**src/rtl/fetch_stage.sv**
```systemverilog
// ---------------------------------------------------------------------------
// fetch_stage
//
// Instruction fetch stage. It issues word-address requests to instruction
// memory, drops responses that a redirect has made stale, and fills the F/D
// pipeline latch. A one-entry skid buffer holds a response that arrives while
// decode is stalled.
//
// Ports
//   clock          in   1   sole clock, rising edge
//   reset          in   1   asynchronous, active-low reset
//   imem_req       out  1   instruction-memory request
//   imem_addr      out  32  word address of the request (always PC)
//   imem_ready     in   1   imem_data valid; completes the outstanding request
//   imem_data      in   32  returned instruction word
//   branch         in   1   redirect from execute-stage PC control
//   branch_target  in   32  redirect address, used only when branch=1
//   stall          in   1   hazard unit holds the F/D latch
//   pc_plus_one    out  32  combinational PC+1
//   fd_pc          out  32  F/D latch: PC of held instruction
//   fd_pc_plus_one out  32  F/D latch: fd_pc+1
//   fd_insn        out  32  F/D latch: instruction word
//   fd_valid       out  1   F/D latch holds a real instruction (0 = bubble)
//
// Handshake: a request is outstanding whenever imem_req=1. The memory
// completes it by raising imem_ready for one cycle with imem_data valid; the
// address does not change until that happens. In HOLD no request is issued
// and imem_ready is ignored.
// ---------------------------------------------------------------------------
module fetch_stage (
    input  logic        clock,
    input  logic        reset,
    output logic        imem_req,
    output logic [31:0] imem_addr,
    input  logic        imem_ready,
    input  logic [31:0] imem_data,
    input  logic        branch,
    input  logic [31:0] branch_target,
    input  logic        stall,
    output logic [31:0] pc_plus_one,
    output logic [31:0] fd_pc,
    output logic [31:0] fd_pc_plus_one,
    output logic [31:0] fd_insn,
    output logic        fd_valid
);

    // FETCH   : request outstanding, response is usable
    // DISCARD : request outstanding, response is stale (redirect pending)
    // HOLD    : response parked in the skid buffer while decode stalls
    typedef enum logic [1:0] {
        S_FETCH   = 2'd0,
        S_DISCARD = 2'd1,
        S_HOLD    = 2'd2
    } state_e;

    state_e      state_q, state_d;
    logic [31:0] pc_q, pc_d;
    logic [31:0] redir_q, redir_d;
    logic [31:0] skid_q, skid_d;
    logic [31:0] fd_pc_q, fd_pc_d;
    logic [31:0] fd_pc1_q, fd_pc1_d;
    logic [31:0] fd_insn_q, fd_insn_d;
    logic        fd_valid_q, fd_valid_d;

    always_ff @(posedge clock or negedge reset) begin
        if (!reset) begin
            state_q    <= S_FETCH;
            pc_q       <= 32'd0;
            redir_q    <= 32'd0;
            skid_q     <= 32'd0;
            fd_pc_q    <= 32'd0;
            fd_pc1_q   <= 32'd0;
            fd_insn_q  <= 32'd0;
            fd_valid_q <= 1'b0;
        end else begin
            state_q    <= state_d;
            pc_q       <= pc_d;
            redir_q    <= redir_d;
            skid_q     <= skid_d;
            fd_pc_q    <= fd_pc_d;
            fd_pc1_q   <= fd_pc1_d;
            fd_insn_q  <= fd_insn_d;
            fd_valid_q <= fd_valid_d;
        end
    end

    // 32-bit add wraps naturally from 0xFFFFFFFF to 0.
    assign pc_plus_one = pc_q + 32'd1;

    always_comb begin
        state_d    = state_q;
        pc_d       = pc_q;
        redir_d    = redir_q;
        skid_d     = skid_q;
        fd_pc_d    = fd_pc_q;
        fd_pc1_d   = fd_pc1_q;
        fd_insn_d  = fd_insn_q;
        fd_valid_d = fd_valid_q;

        case (state_q)
            S_FETCH: begin
                if (imem_ready) begin
                    if (branch) begin
                        // Response belongs to the wrong path: drop it.
                        pc_d       = branch_target;
                        fd_valid_d = 1'b0;
                    end else if (!stall) begin
                        fd_pc_d    = pc_q;
                        fd_pc1_d   = pc_plus_one;
                        fd_insn_d  = imem_data;
                        fd_valid_d = 1'b1;
                        pc_d       = pc_plus_one;
                    end else begin
                        // Decode is busy; park the word and stop fetching.
                        skid_d  = imem_data;
                        state_d = S_HOLD;
                    end
                end else begin
                    if (branch) begin
                        // The address is already on the bus and cannot be
                        // withdrawn; remember the target and drop the reply.
                        redir_d    = branch_target;
                        fd_valid_d = 1'b0;
                        state_d    = S_DISCARD;
                    end else if (!stall) begin
                        fd_valid_d = 1'b0;
                    end
                end
            end

            S_DISCARD: begin
                fd_valid_d = 1'b0;
                if (branch) begin
                    redir_d = branch_target;
                end
                if (imem_ready) begin
                    pc_d    = branch ? branch_target : redir_q;
                    state_d = S_FETCH;
                end
            end

            S_HOLD: begin
                if (branch) begin
                    pc_d       = branch_target;
                    fd_valid_d = 1'b0;
                    state_d    = S_FETCH;
                end else if (!stall) begin
                    fd_pc_d    = pc_q;
                    fd_pc1_d   = pc_plus_one;
                    fd_insn_d  = skid_q;
                    fd_valid_d = 1'b1;
                    pc_d       = pc_plus_one;
                    state_d    = S_FETCH;
                end
            end

            default: begin
                state_d = S_FETCH;
            end
        endcase
    end

    // Request is suppressed while reset is held so nothing is issued early.
    assign imem_req       = reset && (state_q != S_HOLD);
    assign imem_addr      = pc_q;
    assign fd_pc          = fd_pc_q;
    assign fd_pc_plus_one = fd_pc1_q;
    assign fd_insn        = fd_insn_q;
    assign fd_valid       = fd_valid_q;

endmodule

```
**config.mk**
```make
export PLATFORM = sky130hd
export DESIGN_NAME = fetch_stage
export DESIGN_NICKNAME = d
export VERILOG_FILES = /design/src/rtl/fetch_stage.sv
export SDC_FILE = /design/constraint.sdc
export NUM_CORES = 1
export LEC_CHECK = 0
export BUFFER_PORTS_ARGS = -buffer_cell sky130_fd_sc_hd__buf_2
export CORE_ASPECT_RATIO = 1.4
export CORE_MARGIN = 4
export CORE_UTILIZATION = 50
export DETAILED_ROUTE_END_ITERATION = 8
export PLACE_DENSITY_LB_ADDON = 0.2
export RECOVER_POWER = 25
export SLEW_MARGIN = 20
export SYNTH_ARGS = -nofsm -noshare
export SYNTH_HDL_FRONTEND = slang
export SYNTH_SLANG_ARGS = --single-unit
```
**constraint.sdc**
```tcl
create_clock -name clock -period 2.57 [get_ports clock]
set_input_delay 0.514 -clock clock [delete_from_list [all_inputs] [get_ports clock]]
set_output_delay 0.514 -clock clock [all_outputs]
set_load 0.005 [all_outputs]
```
* Word-level counts from Yosys, hierarchy flattened *
Cells that the tools add are included.
Widths: inputs -> output; s select.

word-level totals
  register bits = 195
  input port bits = 69
  word-level logic and storage cells = 73

cells by class
  add/sub/neg operators = 1
  equality and inequality tests = 15
  multiplexer cells = 36
  bitwise operators = 1
  reduce and logical (&&, ||, !) cells = 12

operator list
  kind                   count
  $mux 32                17
  $pmux 32 s2            4
  $pmux 32 s3            1
  $add 32x1->32 const B  1
  $ne 2x2->1 const B     8
  $mux 2                 7
  $ne 3x3->1 const B     4
  $pmux 2 s3             1
  $reduce_and 2->1       3
  $reduce_and 6->1       1
  $mux 1                 5
  $reduce_and 5->1       1
  $ne 4x4->1 const B     1
  $reduce_and 4->1       1
  $reduce_bool 2->1      2
  $pmux 1 s3             1
  $reduce_and 3->1       1
  $reduce_bool 3->1      1
  $eq 2x1->1 const B     1
  $eq 2x2->1 const B     1
  $logic_not 2->1        1
  $logic_and 1x1->1      1
  $not 1->1              1

* Longest topological paths before layout *
  depth in word-level cells = 5
  gate-level depth with buffers = 10

* Worst setup path after synthesis *
OpenSTA, ideal clock, no wires.

  path type = register to register
  start = reg state_q[0]
  end = reg fd_pc1_q[23] (netlist: fd_pc_plus_one[23])
  library setup time = 0.125 ns
  data arrival time = 2.019 ns
  path slack = 0.426 ns
  cell stages (with the launch flop) = 9
  clock period less this slack = 2.144 ns
  path through = dfrtp_1 inv_1 ha_1 clkbuf_1 nand2b_1 a211o_1 clkbuf_1 clkbuf_1 mux2_2

between the ends
  cells in the longest elaborated chain, start to end = 3

RTL lines
  item                                                              RTL line  source
  from (decl)                                                       56        state_e state_q, state_d;
  from (signal assigned)                                            76        state_q <= state_d;
  $eq 2x2->1 / $logic_not 2->1 (equally long branches)              100       case (state_q)
  $reduce_bool 2->1 (no line) / $ne 2x2->1 (equally long branches)  -
  $reduce_and 2->1 (no line)                                        -
  to (signal assigned)                                              81        fd_pc1_q <= fd_pc1_d;
  to (decl)                                                         61        logic [31:0] fd_pc1_q, fd_pc1_d;

Parallel ways exist; a longest one is shown, timed or not.
A chain may end at the register's enable or synchronous reset.

* Worst setup path in the final report *
  start = reg pc_q[0] (netlist: imem_addr[0])
  end = out pc_plus_one[15]

between the ends
  cells in the longest elaborated chain, start to end = 1

RTL lines
  item                    RTL line  source
  from (decl)             57        logic [31:0] pc_q, pc_d;
  from (signal assigned)  77        pc_q <= pc_d;
  $add 32x1->32           88        assign pc_plus_one = pc_q + 32'd1;
  to (decl)               40        output logic [31:0] pc_plus_one,

Every way passes these cells.

==> flow_metrics.env <==
export IMPL_status="finished with violations"
export IMPL_violations="setup timing"
export IMPL_end_kind="primary output"
export IMPL_max_cap_viol_count=0
export IMPL_dpl_cell_area_mm2=0.0108
export IMPL_cts_max_path_buffers=2
export IMPL_ctsHoldBuffers=0
export IMPL_nNetsFinal=1144
export IMPL_drt_iter0_drc=541
export IMPL_hp_class="in2reg"
export IMPL_nFillCells=1367
export IMPL_yosys_warnings=0
export IMPL_drive_above_1_share_pct=47.8
export IMPL_use_met1_pct=29.4
export IMPL_power_density_mw_per_mm2=1190
export IMPL_dpl_hpwl_mm=17.0
export IMPL_grt_total_usage_pct=24.1
export IMPL_grt_max_degree=149
export IMPL_start_kind="flip-flop"
export IMPL_final_cell_mix="buf_2 (229), dfrtp_1 (184), mux2_2 (117), o21ai_0 (75), nand2_1 (71)"
export IMPL_fin_util_pct=66.4
export IMPL_p_leak_uw=0.00585
export IMPL_die_w_um=123
export IMPL_cpPeakStageDelay_ns=0.41
export IMPL_setup_viol=3
export IMPL_crit_fanout=4
export IMPL_synth_top_family_by_area="multiplexers"
export IMPL_synthMuxAreaShare_pct=18.6
export IMPL_grt_overflow_total=0
export IMPL_synth_simple_gate_area_share_pct=11.7
export IMPL_finalSetupTns_ns=-0.0484
export IMPL_syn_instance_count=806
export IMPL_grt_use_met2_pct=40.1
export IMPL_grt_pass1_wl_mm=39.1
export IMPL_crit_top_cell="buf_6"
export IMPL_synth_compound_area_share_pct=9.93
export IMPL_async_flop_share_pct=100
export IMPL_syn_num_nets=880
export IMPL_hold_viol_final=0
export IMPL_cts_buffers_inserted=17
export IMPL_ys_ff_latch=195
export IMPL_gp_congestion=0.813
export IMPL_worst_endpoint_arrival_ns=2.09
export IMPL_clock_skew_final_ns=0.0113
export IMPL_clock_latency_ns=0.43
export IMPL_multiInputGateArea_mm2=0.00436
export IMPL_criticalPathCategory="reg2out"
export IMPL_seqCellArea_mm2=0.00489
export IMPL_cts_sinks=195
export IMPL_vias=7361
export IMPL_min_period_ns=2.60
export IMPL_path_clk_slew_ns=0.07
export IMPL_worst_pin_slew_ns=1.14
export IMPL_synth_area_mm2=0.00923
export IMPL_synth_cell_types=52
export IMPL_use_met3_pct=7.55
export IMPL_vias_per_cell=5.56
export IMPL_slew_violations=0
export IMPL_postSynthAreaPerCell_um2=11.5
export IMPL_synth_ff_type="dfrtp_1"
export IMPL_dr_pass1_iters=5
export IMPL_rsz0062_at_grt="yes"
export IMPL_required_ns=2.06
export IMPL_dieHeight_um=169
export IMPL_hold_ws_ns=0.326
export IMPL_peakVddDrop_mv=0.613
export IMPL_antenna_found_initial=3
export IMPL_synth_xor_area_share_pct=2.85
export IMPL_grt_pass1_vias=7461
export IMPL_area_delta_synth_final_pct=30.0
export IMPL_ant_nets=0
export IMPL_period_share_pct=101
export IMPL_tritoncts="done"
export IMPL_core_area_mm2=0.0181
export IMPL_ys_seq_area_share_pct=52.9
export IMPL_top_usage_layer="met2"
export IMPL_slowest_stage="dfrtp_1"
export IMPL_path_cells="buf_6 > nand4_1 > buf_6 > buf_4 > nor4_4 > xor2_1 > buf_2"
export IMPL_die_area_mm2=0.0207
export IMPL_drc=0
export IMPL_yosys_area_share_adder_pct=0.678
export IMPL_final_common_cell="buf_2"
export IMPL_final_area_mm2=0.0120
export IMPL_routed_wl_mm=25.2
export IMPL_io_buffers=230
export IMPL_wl_per_cell_um=19.0
export IMPL_timing_fmax_mhz=384
export IMPL_timing_final_ws_setup_ns=-0.0310
export IMPL_io_pins=231
export IMPL_htreeDepth=4
export IMPL_relSlewSlack_pct=24.3
export IMPL_start_util_pct=51.1
export IMPL_rows=58
export IMPL_synth_edf_count=0
export IMPL_power_total_uw=14200
export IMPL_root_buffer="clkbuf_16"
## logic make-up after synthesis
logic type	after synthesis
and+or+nand+nor	189
DFF	195
xor gates and xnor gates	30
muxes	157
AOI/OAI and AO/OA	155
adders and majority gates	5
buffers and inverters	75
## repair_timing
| item | 4_1_cts | 5_1_grt |
|---|---|---|
| pin swaps | 19 | 26 |
| setup endpoints to repair | 19 | 21 |
| setup buffers | 18 | 16 |
| resized for setup | 41 | 26 |
| cloned | 0 | 0 |
## through the flow
step | worst slack, ns | cells
global route | -0.0959 | 1324
floorplan | 0.426 | 806
CTS | -0.0796 | 1306
finish | -0.0310 | 1324
detailed placement | 0.163 | 1257
global placement | 0.247 | 1257
## critical path, delay by kind of cell (launching register included)
kind | cells | cell delay [ns]
buffers and inverters | 4 | 0.59
DFF | 1 | 0.41
and+or+nand+nor | 2 | 0.39
xor gates and xnor gates | 1 | 0.27
## final timing paths
path	from	to	slack, ns	cells after the start
worst min register to register	fd_insn[24]	fd_insn[24]	0.48	2
worst max-delay path	imem_addr[0]	pc_plus_one[15]	-0.03	7
worst min-delay path	imem_data[2]	skid_q[2]	0.33	2
worst max register to register	state_q[1]	redir_q[13]	0.28	6
max in group asynchronous	reset	imem_addr[2]	1.12	2
min in group asynchronous	reset	fd_insn[24]	0.36	2
## state kept, by name, summed over array words and instances (netlist names)
name / count
fd_insn: 32
fd_valid: 1
state_q: 2
redir_q: 32
imem_addr: 32
fd_pc: 32
skid_q: 32
fd_pc_plus_one: 32
## where the power goes
group | total (uW) | internal (uW) | switching (uW)
registers | 5510 | 4570 | 947
logic | 6070 | 3080 | 2990
clock network | 2650 | 1470 | 1180
## cells in the mapped netlist (10+ instances only)
| cell | count | area share, % |
|---|---|---|
| xnor2_1 | 20 | 1.9 |
| clkbuf_1 | 31 | 1.3 |
| mux2_2 | 117 | 14 |
| a21oi_1 | 32 | 1.7 |
| mux2i_1 | 38 | 4.1 |
| buf_2 | 24 | 1.3 |
| o21ai_0 | 75 | 4.1 |
| and3_1 | 23 | 1.6 |
| xor2_1 | 10 | 0.95 |
| inv_1 | 14 | 0.57 |
| nand3_1 | 24 | 1.3 |
| nand2_1 | 73 | 3.0 |
| nor2_1 | 16 | 0.65 |
| dfrtp_1 | 195 | 53 |
## per-layer routing
layer,part of all wire (%),up-vias
li1,-,3409
met1,39,3647
met2,51,263
met3,7.7,40
met4,2.2,2
met5,0.028,-
## area by class of cell
cell class,instances,area share (%)
clock buffer,21,3.75
multi-input combinational,536,36.3
clock inverter,10,1.03
antenna,2,0.0417
inverter,14,0.438
tap,240,2.50
timing repair buffer,306,15.1
sequential,195,40.8
No activity file was read; power rests on OpenSTA's default activity.
